### src/rtl/product_accumulator_pkg.sv
// Shared types and default widths for the product accumulator.
// Holds the FSM state encoding and the default port widths.
package product_accumulator_pkg;

    localparam int DEF_PROD_W = 64;
    localparam int DEF_ACC_W  = 72;
    localparam int DEF_LEN_W  = 8;

    typedef enum logic [1:0] {
        IDLE  = 2'd0,
        ACCUM = 2'd1,
        DONE  = 2'd2
    } state_t;

endpackage

### src/rtl/product_accumulator.sv
// Product accumulator: sums len_i consecutive multiplier products into a
// wide accumulator and presents the total on a valid/ready result port.
//
// Ports:
//   clk, rst (sync, active-low)
//   start_i, len_i          : run request, sampled only in IDLE
//   prod_i, prod_valid_i,
//   prod_ready_o            : product stream in
//   acc_o, acc_valid_o,
//   acc_ready_i             : result stream out
//   busy_o                  : run in progress (ACCUM or DONE)
//   ovf_o                   : sticky carry-out seen during this run
//
// Build option: define PRODUCT_ACCUMULATOR_SAT_EN to saturate acc_o to
// all-ones on overflow instead of wrapping.
module product_accumulator
    import product_accumulator_pkg::*;
#(
    parameter int PROD_W = DEF_PROD_W,
    parameter int ACC_W  = DEF_ACC_W,
    parameter int LEN_W  = DEF_LEN_W
) (
    input  logic              clk,
    input  logic              rst,
    input  logic              start_i,
    input  logic [LEN_W-1:0]  len_i,
    input  logic [PROD_W-1:0] prod_i,
    input  logic              prod_valid_i,
    output logic              prod_ready_o,
    output logic [ACC_W-1:0]  acc_o,
    output logic              acc_valid_o,
    input  logic              acc_ready_i,
    output logic              busy_o,
    output logic              ovf_o
);

    state_t state_q;
    state_t state_d;

    logic [LEN_W-1:0] cnt_q;
    logic [LEN_W-1:0] len_q;

    logic             accept;
    logic             last;
    logic [ACC_W:0]   sum;
    logic             carry;
    logic [ACC_W-1:0] acc_next;

    assign accept = (state_q == ACCUM) && prod_valid_i && prod_ready_o;
    assign last   = accept && (cnt_q == len_q - LEN_W'(1));

    // One extra bit on the adder captures the carry out of the top bit.
    assign sum   = {1'b0, acc_o}
                 + {{(ACC_W - PROD_W + 1){1'b0}}, prod_i};
    assign carry = sum[ACC_W];

`ifdef PRODUCT_ACCUMULATOR_SAT_EN
    // Once clamped, stay clamped for the rest of the run.
    assign acc_next = (carry || ovf_o) ? {ACC_W{1'b1}} : sum[ACC_W-1:0];
`else
    assign acc_next = sum[ACC_W-1:0];
`endif

    assign busy_o = (state_q != IDLE);

    always_ff @(posedge clk) begin
        if (!rst) begin
            state_q <= IDLE;
        end else begin
            state_q <= state_d;
        end
    end

    always_comb begin
        state_d = state_q;
        unique case (state_q)
            IDLE: begin
                if (start_i) begin
                    state_d = (len_i == '0) ? DONE : ACCUM;
                end
            end
            ACCUM: begin
                if (last) begin
                    state_d = DONE;
                end
            end
            DONE: begin
                if (acc_ready_i) begin
                    state_d = IDLE;
                end
            end
            default: state_d = IDLE;
        endcase
    end

    always_ff @(posedge clk) begin
        if (!rst) begin
            acc_o        <= '0;
            cnt_q        <= '0;
            len_q        <= '0;
            acc_valid_o  <= 1'b0;
            ovf_o        <= 1'b0;
            prod_ready_o <= 1'b0;
        end else begin
            unique case (state_q)
                IDLE: begin
                    if (start_i) begin
                        acc_o        <= '0;
                        ovf_o        <= 1'b0;
                        cnt_q        <= '0;
                        len_q        <= len_i;
                        // A zero-length run skips ACCUM entirely.
                        prod_ready_o <= (len_i != '0);
                        acc_valid_o  <= (len_i == '0);
                    end
                end
                ACCUM: begin
                    if (accept) begin
                        acc_o <= acc_next;
                        ovf_o <= ovf_o | carry;
                        cnt_q <= cnt_q + LEN_W'(1);
                        if (last) begin
                            prod_ready_o <= 1'b0;
                            acc_valid_o  <= 1'b1;
                        end
                    end
                end
                DONE: begin
                    if (acc_ready_i) begin
                        acc_valid_o <= 1'b0;
                    end
                end
                default: begin
                    prod_ready_o <= 1'b0;
                    acc_valid_o  <= 1'b0;
                end
            endcase
        end
    end

endmodule

### config.mk
export PLATFORM = sky130hd
export DESIGN_NAME = product_accumulator
export DESIGN_NICKNAME = d
export VERILOG_FILES = /design/src/rtl/product_accumulator_pkg.sv /design/src/rtl/product_accumulator.sv
export SDC_FILE = /design/constraint.sdc
export NUM_CORES = 1
export LEC_CHECK = 0
export BUFFER_PORTS_ARGS = -buffer_cell sky130_fd_sc_hd__buf_2
export CAP_MARGIN = 25
export CORE_MARGIN = 2
export CORE_UTILIZATION = 30
export CTS_CLUSTER_DIAMETER = 200
export DETAILED_ROUTE_END_ITERATION = 16
export REMOVE_ABC_BUFFERS = 1
export SLEW_MARGIN = 10
export SYNTH_ARGS = -nofsm -noshare
export SYNTH_HDL_FRONTEND = slang
export SYNTH_SLANG_ARGS = --single-unit
### constraint.sdc
create_clock -name clk -period 4.6 [get_ports clk]
set_clock_uncertainty 0.15 [all_clocks]
set_input_delay 0.69 -clock clk [delete_from_list [all_inputs] [get_ports clk]]
set_output_delay 0.69 -clock clk [all_outputs]
set_load 0.01 [all_outputs]
Yosys cells after proc, flatten, opt, wreduce, memory -nomap -nowiden
Index checks and enable logic that the tools add are counted.

word-level totals
  flip-flop bits (word level) = 93
  input port bits = 77
  memory bits (writable) = 0
  bits in latches = 0
  memories = 0
  ROM bits = 0

cells by class
  shift operators = 0
  $lt $le $gt $ge = 0
  bitwise operators = 2
  reductions and logical operators = 13
  eq/ne operators = 7
  multiplexer cells = 23
  add/subtract/negate cells = 3
  divide/modulo/power cells = 0
  multipliers = 0

operators by type and width
  cell                                                                count
  72-bit two-way mux                                                  2
  72-bit case mux with 2 select lines                                 1
  72-bit by 64-bit adder with 73-bit output                           1
  8-bit two-way mux                                                   2
  8-bit case mux with 2 select lines                                  1
  1-bit two-way mux                                                   9
  8-bit by 1-bit adder with 8-bit output, second input constant       1
  8-bit == test                                                       1
  8-bit zero test                                                     1
  2-bit two-way mux                                                   4
  2-bit != test, second input constant                                4
  4-bit AND reduction                                                 2
  8-bit nonzero test                                                  1
  8-bit by 1-bit subtractor with 8-bit output, second input constant  1
  1-bit case mux with 3 select lines                                  2
  2-bit case mux with 3 select lines                                  1
  3-bit AND reduction                                                 2
  2-bit nonzero test                                                  2
  1-bit logical AND                                                   3
  2-bit by 1-bit == test with 1-bit output, second input constant     1
  2-bit == test, second input constant                                1
  2-bit zero test                                                     1
  1-bit case mux with 2 select lines                                  1
  2-bit AND reduction                                                 1
  2 further kinds                                                     2

Longest topological paths before layout
  word-level depth = 7
  depth in mapped cells = 12

Least setup slack after synthesis
OpenSTA, ideal clock, no wires.

  kind = input-to-reg
  start point = input prod_i[0]
  end point = register acc_o[70]
  arrival time = 3409 ps
  setup slack = 914 ps
  stages on the path = 12
  setup time = 127 ps
  path buffers = 0
  cell sequence = ha_1 -> fa_1 -> a211oi_2 -> o21ai_1 -> a221oi_2 -> o21ai_2 -> a41oi_4 -> o21ai_2 -> a21oi_4 -> o21ai_4 -> mux2i_1 -> or3_1

on the way
  longest elaborated chain between the ends = 3

RTL lines
  element                                    RTL line                    RTL
  start, declared                            product_accumulator.sv:27   input logic [PROD_W-1:0] prod_i,
  72-bit by 64-bit adder with 73-bit output  product_accumulator.sv:54   + {{(ACC_W - PROD_W + 1){1'b0}}, prod_i};
  72-bit two-way mux                         product_accumulator.sv:118  if (accept) begin
  72-bit case mux with 2 select lines        product_accumulator.sv:105  unique case (state_q)
  end signal, assigned                       product_accumulator.sv:119  acc_o <= acc_next;
  end, declared                              product_accumulator.sv:30   output logic [ACC_W-1:0] acc_o,

No other way between the ends. The select of a mux whose other input is x is not followed.
A chain may end at the register's enable or synchronous reset.

Worst setup path in the final report
  start point = input prod_i[0]
  end point = register acc_o[48]

Same word-level chain as after synthesis.

==> qor.txt <==
largest area contributor in the netlist: dfxtp_1
internal reg-to-reg setup slack: 0.90 ns
first-pass GRT wire length: 37.8 mm
Pleak: 3.89 nW
Tmin final: 3.82 ns
Clk pwr share: 35.4%
number of flops mapped to enable cells by yosys: 0
FF-to-FF End: acc_o[48]$_SDFFE_PN0P_
Hold Path Stages: 2
register bit total from synthesis: 93
Ys Warns: 0
Worst Path Max Fanout: 4
Iteration-0 DRC Markers: 496
Async S/R FF share, synth: 0%
Reg power frac: 39.2%
final hold slack: 0.320 ns
Comb power frac: 25.4%
total wire length: 24.2 mm
worst-skew pair later-pin latency: 0.36 ns
Worst Reg2Reg Path Length in Cells: 12
mapped cell area: 7640 um2
post-CTS setup buffers: 0
post-cts sizing count: 0
Worst Setup Path Type: in2reg
Post-DP HPWL: 18.4 mm
max incr delay on CP: 0.47 ns
Fillers: 2739
Slew Limit Headroom: 44.8%
CP max-delay cell: a221oi_2
Die Span Y: 164 um
Critical Path Source Type: primary input
Peak VDD IR: 0.137 mV
min-delay src: acc_o[61]$_SDFFE_PN0P_
Buffers on Ports: 152
row count: 58
register area share after synthesis: 24.4%
Die X: 164 um
Final Hold Fails: 0
mean area per synthesized cell: 7.74 um2
Worst Hold Class: reg2reg
# hold bufs at CTS: 0
max_cap viols: 0
Post-Syn Instances: 988
CP required: 4.71 ns
WL/cell: 16.8 um
CTS tree: yes
max-slew violation count: 0
Switching Share: 35.0%
synth unique cells: 74
DR DRC count: 0
Arr. time, crit path: 3.93 ns
CTS H-Tree Depth: 3
# nets final: 1251
Antenna Nets Post-Route: 0
Yosys top cell area share: 24.4%
area delta synth->final: 17.3%
# clock sinks: 93
crit-path cells: buf_2 -> ha_1 -> fa_1 -> a211oi_2 -> o21ai_1 -> a221oi_2 -> o211ai_1 -> a21boi_1 -> o41a_1 -> o31ai_2 -> a31oi_1 -> mux2i_1 -> nand2_1
total global routing overflow: 0
Clock Path Buffers: 2
synth top area cells: dfxtp_1 (24%), ha_1 (11%), a21oi_1 (5.9%)
Num CTS Buffers: 9
CP Capture Type: register
Clock transition at path regs: 0.08 ns
Initial Utilization: 30.4%
via-per-instance ratio: 5.33
status: complete, no violations
drt pass-1 iters: 5
clock root cell: clkbuf_16
Tcrit/Tclk final: 83.1%
# IOs: 153
total negative slack: 0 ns
via count: 7684
Hold Path Sink: acc_o[61]$_SDFFE_PN0P_
switching pwr: 765 uW
vias in the first global route: 7099
Setup violations, final: 0
Pwr Density: 244 nW/um2
Core Region: 25100 um2
share of cells above drive strength 1: 18.1%
gr usage total: 17.7%
initial antenna violation count: 0
largest net degree at the start of global routing: 37
Slew @ Worst Pin: 0.828 ns
RSZ-0062 raised after global routing: no
PnR Total Power: 2.19 mW
Pint: 1.42 mW
Final GP Congestion: 0.900
Worst R2R Start: acc_o[0]$_SDFFE_PN0P_
Die ar.: 26800 um2
Post-synth top flop: dfxtp_1
Diodes inserted: 0
f_max: 0.262 GHz
-- how the worst max path moves through the flow --
stage            startpoint                     end  slack (ns)  cells past startpoint
2_1_floorplan  prod_valid_i   cnt_q[5]$_SDFFE_PN0P_        0.68                      6
3_3_place_gp      prod_i[0]  acc_o[48]$_SDFFE_PN0P_        0.55                     13
3_5_place_dp      prod_i[0]  acc_o[48]$_SDFFE_PN0P_        0.50                     13
4_1_cts           prod_i[0]  acc_o[48]$_SDFFE_PN0P_        0.86                     13
5_1_grt           prod_i[0]  acc_o[48]$_SDFFE_PN0P_        0.66                     13
6_report          prod_i[0]  acc_o[48]$_SDFFE_PN0P_        0.78                     13
-- cell families (layout without fill, tap and decap cells) --
kind of cell             count (synthesis)  count (layout)  synth area share (%)
AO/OA/AOI/OAI                          328             328                  29.4
XOR/XNOR                                71              71                  8.14
adder cells (fa/ha/maj)                 67              67                  11.1
buffers and inverters                   73             197                  3.81
flip-flops                              93              93                  24.4
multiplexers                             5               5                 0.655
AND/OR/NAND/NOR                        351             351                  22.6
-- cells in the mapped netlist, drive strengths merged, types with 2 or more instances --
library cell,instances
nand2,120
a21oi,93
dfxtp,93
ha,66
nor2,59
o21ai,57
nor2b,47
xnor2,40
a22oi,35
clkbuf,35
xor2,31
nand3,29
a21o,28
nand4,24
inv,22
nor3,22
a21boi,19
o21bai,17
buf,16
a211oi,14
o21a,12
nor4,11
o31ai,10
a31oi,9
and3,9
or3,7
o211ai,6
a221oi,5
and2,5
mux2i,5
a211o,4
nand2b,4
or4,4
a31o,3
and4,3
a311oi,2
a32oi,2
nand4b,2
o2111ai,2
o31a,2
-- layer usage --
| layer | up-vias | GRT usage [%] | wire length (um) |
|---|---|---|---|
| met5 | - | 0 | 0 |
| met4 | 0 | 3.51 | 209 |
| met3 | 16 | 2.69 | 1010 |
| met2 | 179 | 29.1 | 11100 |
| met1 | 3624 | 24.5 | 11900 |
| li1 | 3865 | - | - |
-- registers in the layout (all words and copies together) (netlist names) --
register,flops
state_q,2
cnt_q,8
len_q,8
acc_o,72
ovf_o,1
prod_ready_o,1
acc_valid_o,1
-- critical path: cells and delay by family --
| kind | cells | cell delay [ns] |
|---|---|---|
| simple gates | 1 | 0.06 |
| mux | 1 | 0.22 |
| buf+inv | 1 | 0.11 |
| compound gates | 8 | 2.15 |
| fa+ha+maj | 2 | 0.69 |
-- layout by cell type, fill, tap and decap left out, drive strengths merged, types with 10 or more instances in the layout --
cell	Yosys	final
a211oi	14	14
a21boi	19	19
a21o	28	28
a21oi	93	93
a22oi	35	35
buf	16	159
dfxtp	93	93
ha	66	66
inv	22	26
nand2	120	120
nand3	29	29
nand4	24	24
nor2	59	59
nor2b	47	47
nor3	22	22
nor4	11	11
o21a	12	12
o21ai	57	57
o21bai	17	17
o31ai	10	10
xnor2	40	40
xor2	31	31
-- power by group through the flow --
stage / Combinational (mW) / Sequential (mW) / Clock [mW]
after floorplan: 0.356 / 0.881 / 0
after global placement: 0.547 / 0.876 / 0
after detailed placement: 0.551 / 0.877 / 0
after CTS: 0.555 / 0.858 / 0.800
after global routing: 0.612 / 0.863 / 0.837
final: 0.554 / 0.858 / 0.774
-- cell type report --
class	instances	area (um2)	area share (%)
clock inverters	7	65.1	0.726
repair buffers	159	817	9.12
flip-flops and latches	93	1860	20.8
multi-input cells	822	5500	61.3
clock buffers	9	225	2.51
inverters	22	82.6	0.921
well taps	330	413	4.61
-- metrics by stage --
stage / instances / setup slack [ns] / utilization, % / cell area (um2)
after floorplan: 937 / 0.682 / - / 7430
after global placement: 1425 / 0.545 / 34.5 / 8660
final: 1442 / 0.777 / 35.7 / 8960
after global routing: 1442 / 0.658 / 35.7 / 8960
after detailed placement: 1426 / 0.498 / 34.5 / 8670
after CTS: 1442 / 0.861 / 35.7 / 8960
Note: power is estimated with default switching activity, not from simulation.
